File: src/rtl/mp_load_unit.sv
// mp_load_unit: consumer side of the MP latch; issues one or two word reads
// to the data cache per load and returns a right-justified, zero-extended value.
module mp_load_unit #(
    parameter int ADDR_W = 15
) (
    input  logic              clk,
    input  logic              rst,
    input  logic              i_v,
    input  logic              i_mem_rd,
    input  logic [ADDR_W-1:0] i_phys_addr,
    input  logic [1:0]        i_reqSize,
    input  logic              i_spill,
    input  logic              i_flush,
    input  logic              i_stall_down,
    output logic              o_req_v,
    output logic [ADDR_W-1:0] o_req_addr,
    input  logic              i_req_ack,
    input  logic              i_rsp_v,
    input  logic [31:0]       i_rsp_data,
    output logic [31:0]       o_data,
    output logic              o_data_v,
    output logic              o_stall_up
);

    typedef enum logic [2:0] {IDLE, REQ1, WAIT1, REQ2, WAIT2, DONE} state_e;

    state_e            state_q;
    logic [1:0]        off_q;
    logic [1:0]        size_q;
    logic              spill_q;
    logic [31:0]       word0_q;
    logic              drop_q;
    logic              req_v_q;
    logic [ADDR_W-1:0] req_addr_q;
    logic [31:0]       data_q;
    logic              data_v_q;
    logic              flush_drop;

    function automatic logic [31:0] merge(input logic [63:0] w,
                                          input logic [1:0]  off,
                                          input logic [1:0]  sz);
        logic [31:0] sh;
        sh = 32'(w >> {off, 3'b000});
        case (sz)
            2'b00:   merge = {24'h0, sh[7:0]};
            2'b01:   merge = {16'h0, sh[15:0]};
            default: merge = sh;
        endcase
    endfunction

    // A flush after the cache has taken the request leaves a response in flight.
    assign flush_drop = (state_q == WAIT1) || (state_q == WAIT2) ||
                        (((state_q == REQ1) || (state_q == REQ2)) && i_req_ack);

    always_ff @(posedge clk or negedge rst) begin
        if (!rst) begin
            state_q    <= IDLE;
            off_q      <= 2'b00;
            size_q     <= 2'b00;
            spill_q    <= 1'b0;
            word0_q    <= 32'h0;
            drop_q     <= 1'b0;
            req_v_q    <= 1'b0;
            req_addr_q <= '0;
            data_q     <= 32'h0;
            data_v_q   <= 1'b0;
        end else begin
            if (drop_q && i_rsp_v)
                drop_q <= 1'b0;
            if (i_flush) begin
                state_q  <= IDLE;
                req_v_q  <= 1'b0;
                data_v_q <= 1'b0;
                if (flush_drop)
                    drop_q <= 1'b1;
            end else begin
                case (state_q)
                    IDLE: begin
                        if (i_v && i_mem_rd && !drop_q) begin
                            off_q      <= i_phys_addr[1:0];
                            size_q     <= i_reqSize;
                            spill_q    <= i_spill;
                            req_v_q    <= 1'b1;
                            req_addr_q <= {i_phys_addr[ADDR_W-1:2], 2'b00};
                            state_q    <= REQ1;
                        end
                    end
                    REQ1: begin
                        if (i_req_ack) begin
                            req_v_q <= 1'b0;
                            state_q <= WAIT1;
                        end
                    end
                    WAIT1: begin
                        if (i_rsp_v) begin
                            word0_q <= i_rsp_data;
                            if (spill_q) begin
                                req_v_q    <= 1'b1;
                                req_addr_q <= req_addr_q + ADDR_W'(4);
                                state_q    <= REQ2;
                            end else begin
                                data_q   <= merge({32'h0, i_rsp_data}, off_q, size_q);
                                data_v_q <= 1'b1;
                                state_q  <= DONE;
                            end
                        end
                    end
                    REQ2: begin
                        if (i_req_ack) begin
                            req_v_q <= 1'b0;
                            state_q <= WAIT2;
                        end
                    end
                    WAIT2: begin
                        if (i_rsp_v) begin
                            data_q   <= merge({i_rsp_data, word0_q}, off_q, size_q);
                            data_v_q <= 1'b1;
                            state_q  <= DONE;
                        end
                    end
                    DONE: begin
                        if (!i_stall_down) begin
                            data_v_q <= 1'b0;
                            state_q  <= IDLE;
                        end
                    end
                    default: state_q <= IDLE;
                endcase
            end
        end
    end

    always_comb begin
        o_stall_up = 1'b0;
        if (rst) begin
            case (state_q)
                IDLE:    o_stall_up = i_v & i_mem_rd;
                DONE:    o_stall_up = i_stall_down;
                default: o_stall_up = 1'b1;
            endcase
        end
    end

    assign o_req_v    = req_v_q;
    assign o_req_addr = req_addr_q;
    assign o_data     = data_q;
    assign o_data_v   = data_v_q;

endmodule
File: config.mk
export PLATFORM = sky130hd
export DESIGN_NAME = mp_load_unit
export DESIGN_NICKNAME = d
export VERILOG_FILES = /design/src/rtl/mp_load_unit.sv
export SDC_FILE = /design/constraint.sdc
export NUM_CORES = 1
export LEC_CHECK = 0
export BUFFER_PORTS_ARGS = -buffer_cell sky130_fd_sc_hd__buf_2
export CAP_MARGIN = 0
export CORE_ASPECT_RATIO = 1.2
export CORE_MARGIN = 2
export CORE_UTILIZATION = 35
export CTS_CLUSTER_SIZE = 40
export DETAILED_ROUTE_END_ITERATION = 6
export GPL_TIMING_DRIVEN = 0
export SYNTH_ARGS = -nofsm -noshare
export SYNTH_HDL_FRONTEND = slang
export SYNTH_SLANG_ARGS = --single-unit
File: constraint.sdc
create_clock -name clk -period 2.4 [get_ports clk]
set_input_delay 0.36 -clock clk [delete_from_list [all_inputs] [get_ports clk]]
set_output_delay 0.36 -clock clk [all_outputs]
set_load 0.03 [all_outputs]
==> metrics.yaml <==
floorplan:
  core_um2: 14400
  floorplan.initialDensity_pct: 35.9
  die-area_um2: 15800
  ios: 108
  rows: 48
  die_y_um: 137
  die_x_um: 115
worst_setup_path:
  cp.required_ns: 2.62
  worstPathArrival_ns: 2.53
  start_kind: "register"
  crit_path_max_fanout: 10
  critPathCaptureType: "register"
  crit_type: "register to register"
power_and_ir_drop:
  ir_drop_v: 0.000773
  total_power_mw: 7.66
  power.density_nw_per_um2: 1230
  leakagePower_nw: 2.83
logic_synthesis:
  synthCells: 457
  ys_dominant_reg_cell: "dfrtp_1"
  synth-seq-cells: 88
  syn_area_um2: 5180
  async_reset_ff_share_pct: 100
  ys_warn_count: 0
  syn_area_per_cell_um2: 11.3
  synth_edf_count: 0
  synth-seq-area-share_pct: 42.5
  synth_area_leaders: "dfrtp_1, mux2_2, mux4_2"
  synth_cell_types: 56
  synth_largest_area_cell: "dfrtp_1"
  yosysTopAreaCellShare_pct: 42.5
timing:
  final_hold_viol_count: 0
  setup_viol: 0
  post-route-period-util_pct: 96.1
  relSlewSlack_pct: 42.5
  max_slew.worst_pin.slew_ns: 0.863
  layout_min_cycle_time_ns: 2.31
  timing.fmax_ghz: 0.433
  rsz0062_at_grt: "no"
  maxSlewViolCount: 0
  skew_ns: 0.00397
  worst_hold_slack_ns: 0.262
  tns_ns: 0
route:
  vias: 4488
  post_drt_wl_per_cell_um: 21.1
  routed_via_density: 5.95
  drc_errors: 0
  drtIter0Drc: 494
  wl_um: 15900
  ant_nets: 0
  drt-pass1-iter-count: 5
place:
  place_hpwl_um: 11200
  gp_congestion: 0.857
  placed_area_um2: 5950
  dp.cells: 738
  port_buffers: 104
global_route:
  gr-total-overflow: 0
  grt_max_degree: 56
  grt_usage_pct: 20.6
  grt_pass1_wl_um: 24400
  grt_pass1_vias: 4347
  antenna_found_initial: 0
final_layout:
  final_cell_area_um2: 6250
  syn_to_final_growth_pct: 20.7
  stdcell_count: 754
  drive_above_1_share_pct: 39.7
  antenna_cells: 0
  fin_nets: 634
cts:
  path_clk_slew_ns: 0.06
  clock_latency_ns: 0.34
  cts_root_buf: "clkbuf_16"
  cts_tree: "built"
  clock_sinks: 88
  cts-htree-levels: 3
  cts_buffers: 9
  cts_buffer_depth: 2
  post_cts_buffers: 0
status:
  outcome: "finished, final reports clean"
run:
  cap_violations: 0
worst_hold_path:
  hold_class: "primary input to register"
## cell usage after synthesis (9+ instances only)
library cell  count
o41ai_1           9
mux4_2           25
nand2_1          42
mux2_2           51
nand3_1          10
o21ai_0          22
nor2_1           29
mux2i_1          18
dfrtp_1          88
a21oi_1          26
buf_2            14
## worst paths after layout
check                               to  depth (start not counted)        from  slack (ns)
setup / recovery             o_data[2]                          6  state_q[0]        0.09
max in group asynchronous  word0_q[27]                          3         rst        1.23
setup reg to reg             o_data[2]                          6  state_q[0]        0.09
hold / removal                 spill_q                          2     i_spill        0.26
hold reg to reg             o_data[11]                          2  o_data[11]        0.48
min in group asynchronous       drop_q                          2         rst        0.53
## critical path, cell delays in order, from the launching register on
cell and delay, ns:
dfrtp_1 0.39, buf_2 0.20, nor3b_4 0.48, buf_2 0.40, mux4_2 0.34, mux2i_1 0.26
a21oi_1 0.11
## layout by cell type (no fill, tap or decap), drive strengths merged, types with 2 or more instances in the layout
cell	n
a21o	3
a21oi	27
a221oi	8
a222oi	7
a2bb2oi	5
a31oi	3
and2	3
and3	5
buf	133
clkbuf	19
conb	2
dfrtp	88
inv	9
mux2	52
mux2i	18
mux4	25
nand2	43
nand2b	5
nand3	11
nand4	5
nor2	30
nor2b	2
nor3b	2
o211ai	8
o21ai	22
o22ai	6
o31ai	3
o41ai	9
or3	2
or3b	4
## metrics by stage
| stage | setup WS, ns | utilization (%) |
|---|---|---|
| 6_report | 0.0926 | 43.4 |
| 5_1_grt | 0.0219 | 43.4 |
| 4_1_cts | 0.130 | 43.4 |
| 3_5_place_dp | 0.143 | 41.3 |
| 3_3_place_gp | -0.378 | 41.1 |
| 2_1_floorplan | 0.660 | - |
## flip-flops by register name, summed over array words and instances (netlist names)
name        flops
o_data_v        1
o_req_addr     13
o_req_v         1
size_q          2
spill_q         1
word0_q        32
drop_q          1
o_data         32
state_q         3
off_q           2
## cell type report
cell class / instances / area, um2
fill: 1384 / 8170
multi-input combinational: 326 / 2740
sequential: 88 / 2200
timing repair buffer: 106 / 561
clock buffer: 12 / 246
tap: 175 / 219
buffer: 35 / 209
clock inverter: 3 / 42.5
inverter: 9 / 33.8
## logic make-up after synthesis
group | Yosys count | synth area share [%]
compound gates | 112 | 15.4
xor+xnor | 1 | 0.169
fa+ha+maj | 1 | 0.242
buf+inv | 44 | 4.69
flops | 88 | 42.5
mux | 95 | 25.7
other cells | 1 | 0.0724
simple gates | 115 | 11.2
## power by group
part	internal [mW]	total (mW)	switching (mW)
sequential	2.05	2.52	0.475
clock	0.829	1.41	0.582
combinational	1.55	3.72	2.17
total	4.43	7.66	3.23
## timing repair
action                    4_1_cts  5_1_grt
resized for setup               0        0
hold buffers                    1        0
hold endpoints to repair       18        0
## routing by layer
| metal | wire length (um) | up-vias | GRT usage, % |
|---|---|---|---|
| met2 | 7550 | 218 | 32.4 |
| li1 | - | 1987 | - |
| met4 | 370 | 0 | 8.37 |
| met5 | 0 | - | 0 |
| met3 | 1080 | 28 | 3.48 |
| met1 | 6870 | 2255 | 28.4 |
Note: power is estimated with default switching activity, not from simulation.
